**src/rtl/pixel_plot_arbiter.sv**
```systemverilog
// rtl/pixel_plot_arbiter.sv - round-robin owner of the vga_adapter plot port with optional screen clear.
// Define PLOT_ARB_CLEAR_ENGINE_EN to build in the full-screen clear sweep.
module pixel_plot_arbiter #(
   parameter int NREQ = 5,
   parameter int XMAX = 160,
   parameter int YMAX = 120
) (
   input  logic                CLOCK_50,
   input  logic                reset,
   input  logic [NREQ-1:0]     req,
   input  logic [18*NREQ-1:0]  req_xyc,
   output logic [NREQ-1:0]     gnt,
   input  logic                clear_start,
   input  logic [2:0]          clear_colour,
   output logic                clear_busy,
   output logic                clear_done,
   output logic [7:0]          x,
   output logic [6:0]          y,
   output logic [2:0]          colour,
   output logic                plot,
   output logic [7:0]          drop_cnt
);
   localparam int PW = (NREQ > 1) ? $clog2(NREQ) : 1;
   localparam logic [8:0] XLIM = 9'(XMAX);
   localparam logic [7:0] YLIM = 8'(YMAX);

   logic [NREQ-1:0] gnt_q, gnt_d;
   logic [PW-1:0]   ptr_q, ptr_d;
   logic [7:0]      x_q, x_d;
   logic [6:0]      y_q, y_d;
   logic [2:0]      colour_q, colour_d;
   logic            plot_q, plot_d;
   logic [7:0]      drop_q, drop_d;

   logic [NREQ-1:0] elig;
   logic [PW-1:0]   cand [NREQ];
   logic [17:0]     slot [NREQ];
   logic            arb_hit;
   logic [PW-1:0]   arb_idx;
   logic [17:0]     arb_xyc;
   logic            arb_oor;
   logic            run_arb;

`ifdef PLOT_ARB_CLEAR_ENGINE_EN
   localparam logic [7:0] XLAST = 8'(XMAX - 1);
   localparam logic [6:0] YLAST = 7'(YMAX - 1);

   typedef enum logic {ARB, CLEAR} state_e;
   state_e      state_q, state_d;
   logic [7:0]  cx_q, cx_d;
   logic [6:0]  cy_q, cy_d;
   logic [2:0]  ccol_q, ccol_d;
   logic        busy_q, busy_d;
   logic        done_q, done_d;
`else
   logic unused_clear;
   assign unused_clear = ^{clear_start, clear_colour};
`endif

   // A requester whose grant is showing this cycle is masked so it cannot be granted twice.
   always_comb begin
      elig    = req & ~gnt_q;
      arb_hit = 1'b0;
      arb_idx = '0;
      for (int k = 0; k < NREQ; k++) begin
         cand[k] = PW'((int'(ptr_q) + k) % NREQ);
         slot[k] = req_xyc[18*k +: 18];
      end
      for (int k = NREQ - 1; k >= 0; k--) begin
         if (elig[cand[k]]) begin
            arb_hit = 1'b1;
            arb_idx = cand[k];
         end
      end
      arb_xyc = slot[arb_idx];
      arb_oor = ({1'b0, arb_xyc[17:10]} >= XLIM) || ({1'b0, arb_xyc[9:3]} >= YLIM);
   end

   always_comb begin
      gnt_d    = '0;
      ptr_d    = ptr_q;
      x_d      = x_q;
      y_d      = y_q;
      colour_d = colour_q;
      plot_d   = 1'b0;
      drop_d   = drop_q;
`ifdef PLOT_ARB_CLEAR_ENGINE_EN
      state_d  = state_q;
      cx_d     = cx_q;
      cy_d     = cy_q;
      ccol_d   = ccol_q;
      busy_d   = 1'b0;
      done_d   = 1'b0;
      run_arb  = 1'b0;
      case (state_q)
         ARB: begin
            if (clear_start) begin
               state_d  = CLEAR;
               cx_d     = '0;
               cy_d     = '0;
               ccol_d   = clear_colour;
               x_d      = '0;
               y_d      = '0;
               colour_d = clear_colour;
               plot_d   = 1'b1;
               busy_d   = 1'b1;
            end else begin
               run_arb = 1'b1;
            end
         end
         CLEAR: begin
            if (cx_q == XLAST && cy_q == YLAST) begin
               state_d = ARB;
               done_d  = 1'b1;
               run_arb = 1'b1;
            end else begin
               if (cx_q == XLAST) begin
                  cx_d = '0;
                  cy_d = cy_q + 1'b1;
               end else begin
                  cx_d = cx_q + 1'b1;
               end
               x_d      = cx_d;
               y_d      = cy_d;
               colour_d = ccol_q;
               plot_d   = 1'b1;
               busy_d   = 1'b1;
            end
         end
         default: state_d = ARB;
      endcase
`else
      run_arb  = 1'b1;
`endif
      if (run_arb && arb_hit) begin
         gnt_d[arb_idx] = 1'b1;
         ptr_d = (arb_idx == PW'(NREQ - 1)) ? '0 : arb_idx + 1'b1;
         if (arb_oor) begin
            if (drop_q != 8'hFF)
               drop_d = drop_q + 1'b1;
         end else begin
            x_d      = arb_xyc[17:10];
            y_d      = arb_xyc[9:3];
            colour_d = arb_xyc[2:0];
            plot_d   = 1'b1;
         end
      end
   end

   always_ff @(posedge CLOCK_50) begin
      if (reset) begin
         gnt_q    <= '0;
         ptr_q    <= '0;
         x_q      <= '0;
         y_q      <= '0;
         colour_q <= '0;
         plot_q   <= 1'b0;
         drop_q   <= '0;
`ifdef PLOT_ARB_CLEAR_ENGINE_EN
         state_q  <= ARB;
         cx_q     <= '0;
         cy_q     <= '0;
         ccol_q   <= '0;
         busy_q   <= 1'b0;
         done_q   <= 1'b0;
`endif
      end else begin
         gnt_q    <= gnt_d;
         ptr_q    <= ptr_d;
         x_q      <= x_d;
         y_q      <= y_d;
         colour_q <= colour_d;
         plot_q   <= plot_d;
         drop_q   <= drop_d;
`ifdef PLOT_ARB_CLEAR_ENGINE_EN
         state_q  <= state_d;
         cx_q     <= cx_d;
         cy_q     <= cy_d;
         ccol_q   <= ccol_d;
         busy_q   <= busy_d;
         done_q   <= done_d;
`endif
      end
   end

   assign gnt      = gnt_q;
   assign x        = x_q;
   assign y        = y_q;
   assign colour   = colour_q;
   assign plot     = plot_q;
   assign drop_cnt = drop_q;
`ifdef PLOT_ARB_CLEAR_ENGINE_EN
   assign clear_busy = busy_q;
   assign clear_done = done_q;
`else
   assign clear_busy = 1'b0;
   assign clear_done = 1'b0;
`endif

endmodule
```
**config.mk**
```make
export PLATFORM = sky130hd
export DESIGN_NAME = pixel_plot_arbiter
export DESIGN_NICKNAME = d
export VERILOG_FILES = /design/src/rtl/pixel_plot_arbiter.sv
export SDC_FILE = /design/constraint.sdc
export NUM_CORES = 1
export LEC_CHECK = 0
export CAP_MARGIN = 20
export CORE_UTILIZATION = 45
export DETAILED_ROUTE_END_ITERATION = 8
export PLACE_DENSITY = 0.85
export SLEW_MARGIN = 15
export SYNTH_ARGS = -nofsm -noshare
export SYNTH_HDL_FRONTEND = slang
export SYNTH_SLANG_ARGS = --single-unit
```
**constraint.sdc**
```tcl
create_clock -name CLOCK_50 -period 12.2 [get_ports CLOCK_50]
set_input_delay 2.44 -clock CLOCK_50 [delete_from_list [all_inputs] [get_ports CLOCK_50]]
set_output_delay 2.44 -clock CLOCK_50 [all_outputs]
set_load 0.005 [all_outputs]
```
==> results of run 1 <==
==> final timing paths <==
path | startpoint | end | cells after the start
hold reg to reg | x[7] | x[7] | 2
setup / recovery | req[1] | y[6] | 15
hold / removal | x[7] | x[7] | 2
setup reg to reg | ptr_q[1] | y[6] | 21
==> cell type report <==
| class | instances | share of cell area [%] |
|---|---|---|
| clock buffers | 6 | 1.30 |
| clock inverters | 2 | 1.08 |
| inverters | 25 | 1.68 |
| multi-input cells | 443 | 57.4 |
| flip-flops and latches | 35 | 12.6 |
| well taps | 108 | 2.42 |
| repair buffers | 133 | 23.6 |
==> cell usage in the layout, fill, tap and decap left out, types with 7 or more instances in the layout <==
cell and count:
a21o_1 10, nand2b_1 14, clkdlybuf4s50_1 128, mux2_2 25
nor2b_1 31, nor2_1 62, o22ai_1 9, nor3_1 12
dfxtp_1 35, o21ai_0 19, nand2_1 23, a21oi_1 32
o21a_1 8, o211ai_1 7, mux2i_1 42, ha_1 23
a211oi_1 9, and2_1 8, inv_1 22
==> state kept, by name (all words and copies together), names as in the netlist <==
name      flops
drop_cnt      8
x             8
y             7
gnt           5
colour        3
ptr_q         3
plot          1
==> per-layer routing <==
| metal | wire length, um | vias to the layer above | part of all wire [%] |
|---|---|---|---|
| met5 | 0 | - | 0 |
| met4 | 362 | 0 | 2.9 |
| met3 | 907 | 37 | 7.3 |
| met2 | 6370 | 195 | 51 |
| met1 | 4830 | 2085 | 39 |
| li1 | - | 2173 | - |
==> cells by family after synthesis <==
| kind of cell | after synthesis | share of synthesized area [%] |
|---|---|---|
| xor gates and xnor gates | 6 | 1.45 |
| muxes | 74 | 19.1 |
| buffers and inverters | 55 | 5.98 |
| AOI/OAI and AO/OA | 150 | 25.9 |
| adders and majority gates | 23 | 6.95 |
| other | 1 | 0.0905 |
| and+or+nand+nor | 188 | 23.6 |
| DFF | 35 | 16.9 |
==> stage by stage <==
step | setup WS (ns) | instance area (um^2) | hold slack (ns)
after floorplan | 6.33 | 4150 | 0.450
after global placement | 4.83 | 5450 | 0.446
after detailed placement | 4.73 | 5450 | 0.447
after CTS | 5.03 | 5580 | 0.461
after global routing | 4.63 | 5580 | 0.486
final | 4.99 | 5580 | 0.460
==> worst max-delay path, delay by kind of cell <==
kind                   cells  cell delay [ns]
AOI/OAI and AO/OA          5             1.37
muxes                      3             0.98
and+or+nand+nor            5             1.66
buffers and inverters      2             0.91
==> impl_summary.log, run 1 <==
INFO  metric num_vias = around 4500
INFO  metric ff2ff_setup_slack = about 5.4 ns
INFO  metric place_hpwl = between 9000 and 10000 um
INFO  metric grt_start_max_net_pins = 47
INFO  metric tritoncts_num_sinks = 35
INFO  metric post_cts_resized = 0
INFO  metric timing.critical_path.fanout_max = 26
INFO  metric post_synth.cell_area_avg = just under 8 um^2
INFO  metric global_route_wire_length_before_repair = between 20000 and 25000 um
INFO  metric worstSetupPathType = in2reg
INFO  metric critPathMaxStageDelay = roughly 0.47 ns
INFO  metric cts.htree.levels = 2
INFO  metric flow.area_growth_from_synthesis = 34.8%
INFO  metric placed_cells = ~740
INFO  metric cp_cell_sequence = clkdlybuf4s50_1 -> nor2b_1 -> mux4_2 -> or3b_2 -> nand2_1 -> o21ai_0 -> a311oi_1 -> a2111o_1 -> nand2_2 -> inv_2 -> mux2i_1 -> o221ai_1 -> o21ai_4 -> nand3_4 -> mux2_1
INFO  metric synth.yosys.warnings = 0
INFO  metric clock.fmax = ~0.14 GHz
INFO  metric critical-path-slowest-cell = nor2b_1
INFO  metric netlist.area_leader.share = 16.9%
INFO  metric violated_checks = DRC
INFO  metric post_drt_wl_per_cell = 16.6 um
INFO  metric slew_viol_final = 0
INFO  metric grtUsageTotal = between 20 and 30%
INFO  metric cts_tree = done
INFO  metric worst_setup_path_end_kind = flip-flop
INFO  metric setup_skew_after_layout = around 0.007 ns
INFO  metric multi_input_area = 3200 um^2
INFO  metric synth-edff-count = 0
INFO  metric initial_core_util = about 47%
INFO  metric synthMostInstantiatedCell = nor2_1
INFO  metric synth.lib_cells_used.distinct = between 70 and 80
INFO  metric seqCellArea = 701 um^2
INFO  metric chipHeight = 97.9 um
INFO  metric row_count = 34
INFO  metric design.core.area = slightly below 9000 um^2
INFO  metric finalNonFillerCells = roughly 750
INFO  metric netlist_area = ~4100 um^2
INFO  metric sequential_area_share_after_synthesis = 16.9%
INFO  metric worst_setup_hold_path_clk_slew = 0.08 ns
INFO  metric drt-initial-drc-count = 182
INFO  metric grt_pass1_vias = 4401
INFO  metric layout_min_cycle_time = 7.21 ns
INFO  metric async_reset_ff_share = 0%
INFO  metric status = finished with violations
INFO  metric clock_insertion_delay_worst_skew = between 0.2 and 0.3 ns
INFO  metric clock_path_buffers = 2
INFO  metric ios = between 100 and 150
INFO  metric grt_use_met1 = between 20 and 30%
INFO  metric io_buffers = between 100 and 150
INFO  metric postCtsSetupBuffers = 0
INFO  metric detail_route.wirelength = about 12000 um
INFO  metric yosys_register_bits = 35
INFO  metric cts_buffers = 5
INFO  metric startpoint_type = input port
INFO  metric post-route-drc-count = 2
INFO  metric syn-instance-count = between 500 and 600
INFO  metric yosys_most_used_dff = dfxtp_1
INFO  metric fin_crit_sh = 59.1%
INFO  metric dr.pass1.iters = 7
INFO  metric gp_congestion = roughly 0.92
INFO  metric design.die.area = around 9600 um^2
INFO  metric setup_repair_after_global_routing_missed_its_margin = no
INFO  metric cts_hold_buf = 0
INFO  metric grtUsageMet2 = 49.0%
INFO  metric setup_total_negative_slack = 0 ns
INFO  metric final_nets = ~770
INFO  metric grt_most_used_layer = met2
INFO  metric clock_root_buffer = clkbuf_8
INFO  metric detail-route-antenna-nets = 0
INFO  metric post_route_cells_drive_above_1_share = 8.54%
INFO  metric number_of_maximum_capacitance_violations = 0
INFO  metric antenna_cells = 0
INFO  metric global_route.usage.met3 = 4.58%
INFO  metric post-route-util = 63.4%
INFO  metric netlist_top_cells_count = nor2_1, mux2i_1, dfxtp_1, a21oi_1, nor2b_1
INFO  metric critical_path_required = roughly 12 ns
INFO  metric setup_viol = 0
INFO  metric synth_top_cells_by_area = dfxtp_1, mux2i_1, ha_1, mux2_2, nor2_1
INFO  metric worst_hold_path_type = reg2reg
INFO  metric antenna_found_initial = 0
INFO  metric finalHoldViolCount = 0
INFO  metric data_arrival_time_of_the_worst_path = between 7 and 8 ns
INFO  metric final.fill_count = a little over 700
INFO  metric worst_max_slew_margin_expressed_relative_to_the_limit = between 50% and 60%
INFO  metric synthDominantAreaCellType = dfxtp_1
INFO  metric globalRouteOverflowTotal = 0
INFO  metric die_x = 97.9 um
INFO  metric worst_pin_slew = approximately 0.66 ns
INFO  metric viasPerCell = around 6.0
Power of run 1 is left out: the tool's default activity adds up to more than one toggle a clock period on the data nets, which glitch-free logic cannot reach.
==> run 2, diff against run 1 <==
Clock period 12.2 ns to 7 ns, I/O delays scaled along.
==> run 2 against run 1 <==
  * The run still ends with DRC left
  * Non-clock buffer count grew 6
  * Critical endpoint is now x[3]
  * Flip-flop and latch count is the same
  * Critical path depth grew 6
  * Critical path type is now reg2reg
  * Cell area is essentially flat
  * Sequential share of layout area is essentially flat
  * Worst hold slack is essentially flat
==> impl_summary.log, run 2 (synthesis gave the netlist of run 1 again) <==
INFO  metric status = finished with violations
INFO  metric violated_checks = DRC
INFO  metric worst_pin_slew = 0.679 ns (+0.0165 ns)
INFO  metric layout_min_cycle_time = ~6.2 ns
INFO  metric cts_hold_buf = 0 (unchanged)
INFO  metric setup_skew_after_layout = 0.00908 ns (+0.00187 ns)
INFO  metric die_x = 97.9 um (unchanged)
INFO  metric grt_start_max_net_pins = 47 (unchanged)
INFO  metric slew_viol_final = 0 (unchanged)
INFO  metric post_route_cells_drive_above_1_share = 9.38% (+0.84 points)
INFO  metric multi_input_area = 3200 um^2 (unchanged)
INFO  metric worst_setup_path_end_kind = flip-flop
INFO  metric seqCellArea = 701 um^2 (unchanged)
INFO  metric post_cts_resized = 0 (unchanged)
INFO  metric antenna_cells = 0 (unchanged)
INFO  metric timing.critical_path.fanout_max = 17 (-35%)
INFO  metric post_drt_wl_per_cell = 16.6 um (about the same)
INFO  metric worst_setup_hold_path_clk_slew = 0.08 ns (about the same)
INFO  metric fin_crit_sh = between 80 and 90%
INFO  metric clock.fmax = around 0.16 GHz
INFO  metric number_of_maximum_capacitance_violations = 0 (unchanged)
INFO  metric io_buffers = 128 (unchanged)
INFO  metric setup_viol = 0 (unchanged)
INFO  metric hold_path_depth = 2 (unchanged)
INFO  metric layout_common_cells = clkdlybuf4s50_1, nor2_1, mux2i_1, dfxtp_1, a21oi_1
INFO  metric initial_core_util = 47.0% (unchanged)
INFO  metric cts_buffers = 5 (unchanged)
INFO  metric detail-route-antenna-nets = 0 (unchanged)
INFO  metric final.fill_count = 731 (+0.97%)
INFO  metric clock_path_buffers = 2 (unchanged)
INFO  metric viasPerCell = 5.97 (about the same)
INFO  metric grtUsageTotal = 26.7% (+0.98 points)
INFO  metric place_hpwl = 9970 um (+3.0%)
INFO  metric grt_pass1_vias = 4536 (+3.1%)
INFO  metric ios = 135 (unchanged)
INFO  metric final_nets = 773 (+0.78%)
INFO  metric globalRouteOverflowTotal = 0 (unchanged)
INFO  metric chipHeight = 97.9 um (unchanged)
INFO  metric global_route_wire_length_before_repair = 20900 um (+3.8%)
INFO  metric worst_max_slew_margin_expressed_relative_to_the_limit = 54.3% (-0.88 points)
INFO  metric clock_insertion_delay_worst_skew = 0.29 ns (about the same)
INFO  metric post-route-drc-count = 1 (-1)
INFO  metric flow.area_growth_from_synthesis = 34.7% (about the same)
INFO  metric gp_congestion = 0.952 (+4.0%)
INFO  metric reg_to_reg_endpoint = x[3]
INFO  metric cts_tree = done
INFO  metric finalHoldViolCount = 0 (unchanged)
INFO  metric detail_route.wirelength = 12600 um (+0.76%)
INFO  metric dr.pass1.iters = 6 (-1)
INFO  metric worst_hold_startpoint = x[7]
INFO  metric critical_path_required = 7.18 ns (-5.19 ns)
INFO  metric clock_root_buffer = clkbuf_8
INFO  metric logic_depth_of_the_worst_register_to_register_path = 21 (unchanged)
INFO  metric data_arrival_time_of_the_worst_path = 6.41 ns (-0.97 ns)
INFO  metric design.die.area = 9590 um^2 (unchanged)
INFO  metric regToRegStartpoint = ptr_q[1]
INFO  metric worstSetupPathType = reg2reg
INFO  metric startpoint_type = flip-flop
INFO  metric ff2ff_setup_slack = 0.77 ns (-4.67 ns)
INFO  metric mostFrequentLayoutCell = clkdlybuf4s50_1
INFO  metric tritoncts_num_sinks = 35 (unchanged)
INFO  metric worst_hold_path_type = reg2reg
INFO  metric row_count = 34 (unchanged)
INFO  metric num_vias = 4524 (+0.76%)
INFO  metric antenna_found_initial = 0 (unchanged)
INFO  metric postCtsSetupBuffers = 0 (unchanged)
INFO  metric worstSetupStartpoint = ptr_q[1]
INFO  metric setup_repair_after_global_routing_missed_its_margin = no
INFO  metric endpoint_of_the_worst_hold_timing_path = x[7]
INFO  metric setup_total_negative_slack = 0 ns (unchanged)
INFO  metric drt-initial-drc-count = 181 (-0.55%)
INFO  metric cts.htree.levels = 2 (unchanged)
INFO  metric design.core.area = 8810 um^2 (unchanged)
## run 2: cell count changes in the layout (fill, tap and decap cells not counted), sizes merged
cell and delta:
buf +6, bufinv -2, clkinv +1, clkinvlp +1
## run 2: layout make-up
cell class              instances  share of cell area, %
multi-input cells             443                   57.4
repair buffers                139                   24.4
flip-flops and latches         35                   12.6
well taps                     108                   2.42
inverters                      25                   1.68
clock buffers                   6                   1.30
clock inverters                 2                  0.224
## run 2: worst max path at each step
stage / slack, ns / cells after the start / end
2_1_floorplan: 1.40 / 26 / x[3]
4_1_cts: 0.84 / 21 / y[6]
3_5_place_dp: 0.87 / 21 / x[4]
5_1_grt: 0.38 / 19 / y[4]
6_report: 0.77 / 21 / x[3]
3_3_place_gp: 0.90 / 15 / y[1]
## run 2: worst max-delay path, cell delays in order, from the launching register on
cell	delay, ns
dfxtp_1	0.48
inv_2	0.13
ha_1	0.31
inv_1	0.13
ha_1	0.49
o21ai_0	0.13
mux2i_1	0.23
inv_1	0.09
ha_1	0.26
or4_1	0.51
a21oi_1	0.22
o311ai_1	0.20
and2_1	0.21
a311oi_1	0.38
a2111o_1	0.28
nand2_2	0.25
inv_2	0.29
mux2i_1	0.24
o221ai_1	0.22
o21ai_4	0.33
nand3_4	0.31
mux2_1	0.40
## run 2: metrics by stage
stage | utilization, % | hold WS, ns | setup slack [ns] | instance area [um^2] | std cells
6_report | 63.4 | 0.461 | 0.769 | 5580 | 758
5_1_grt | 63.4 | 0.496 | 0.382 | 5580 | 758
4_1_cts | 63.4 | 0.462 | 0.843 | 5580 | 758
3_5_place_dp | 62.4 | 0.450 | 0.866 | 5500 | 750
3_3_place_gp | 62.4 | 0.447 | 0.898 | 5500 | 750
2_1_floorplan | - | 0.450 | 1.40 | 4150 | 533
## run 2: layer usage
layer	global-route usage [%]	share of wire, %
met3	4.44	5.8
met1	28.9	39
met4	13.4	3.4
met2	49.7	52
met5	0	0
Power of run 2 is left out for the same reason.
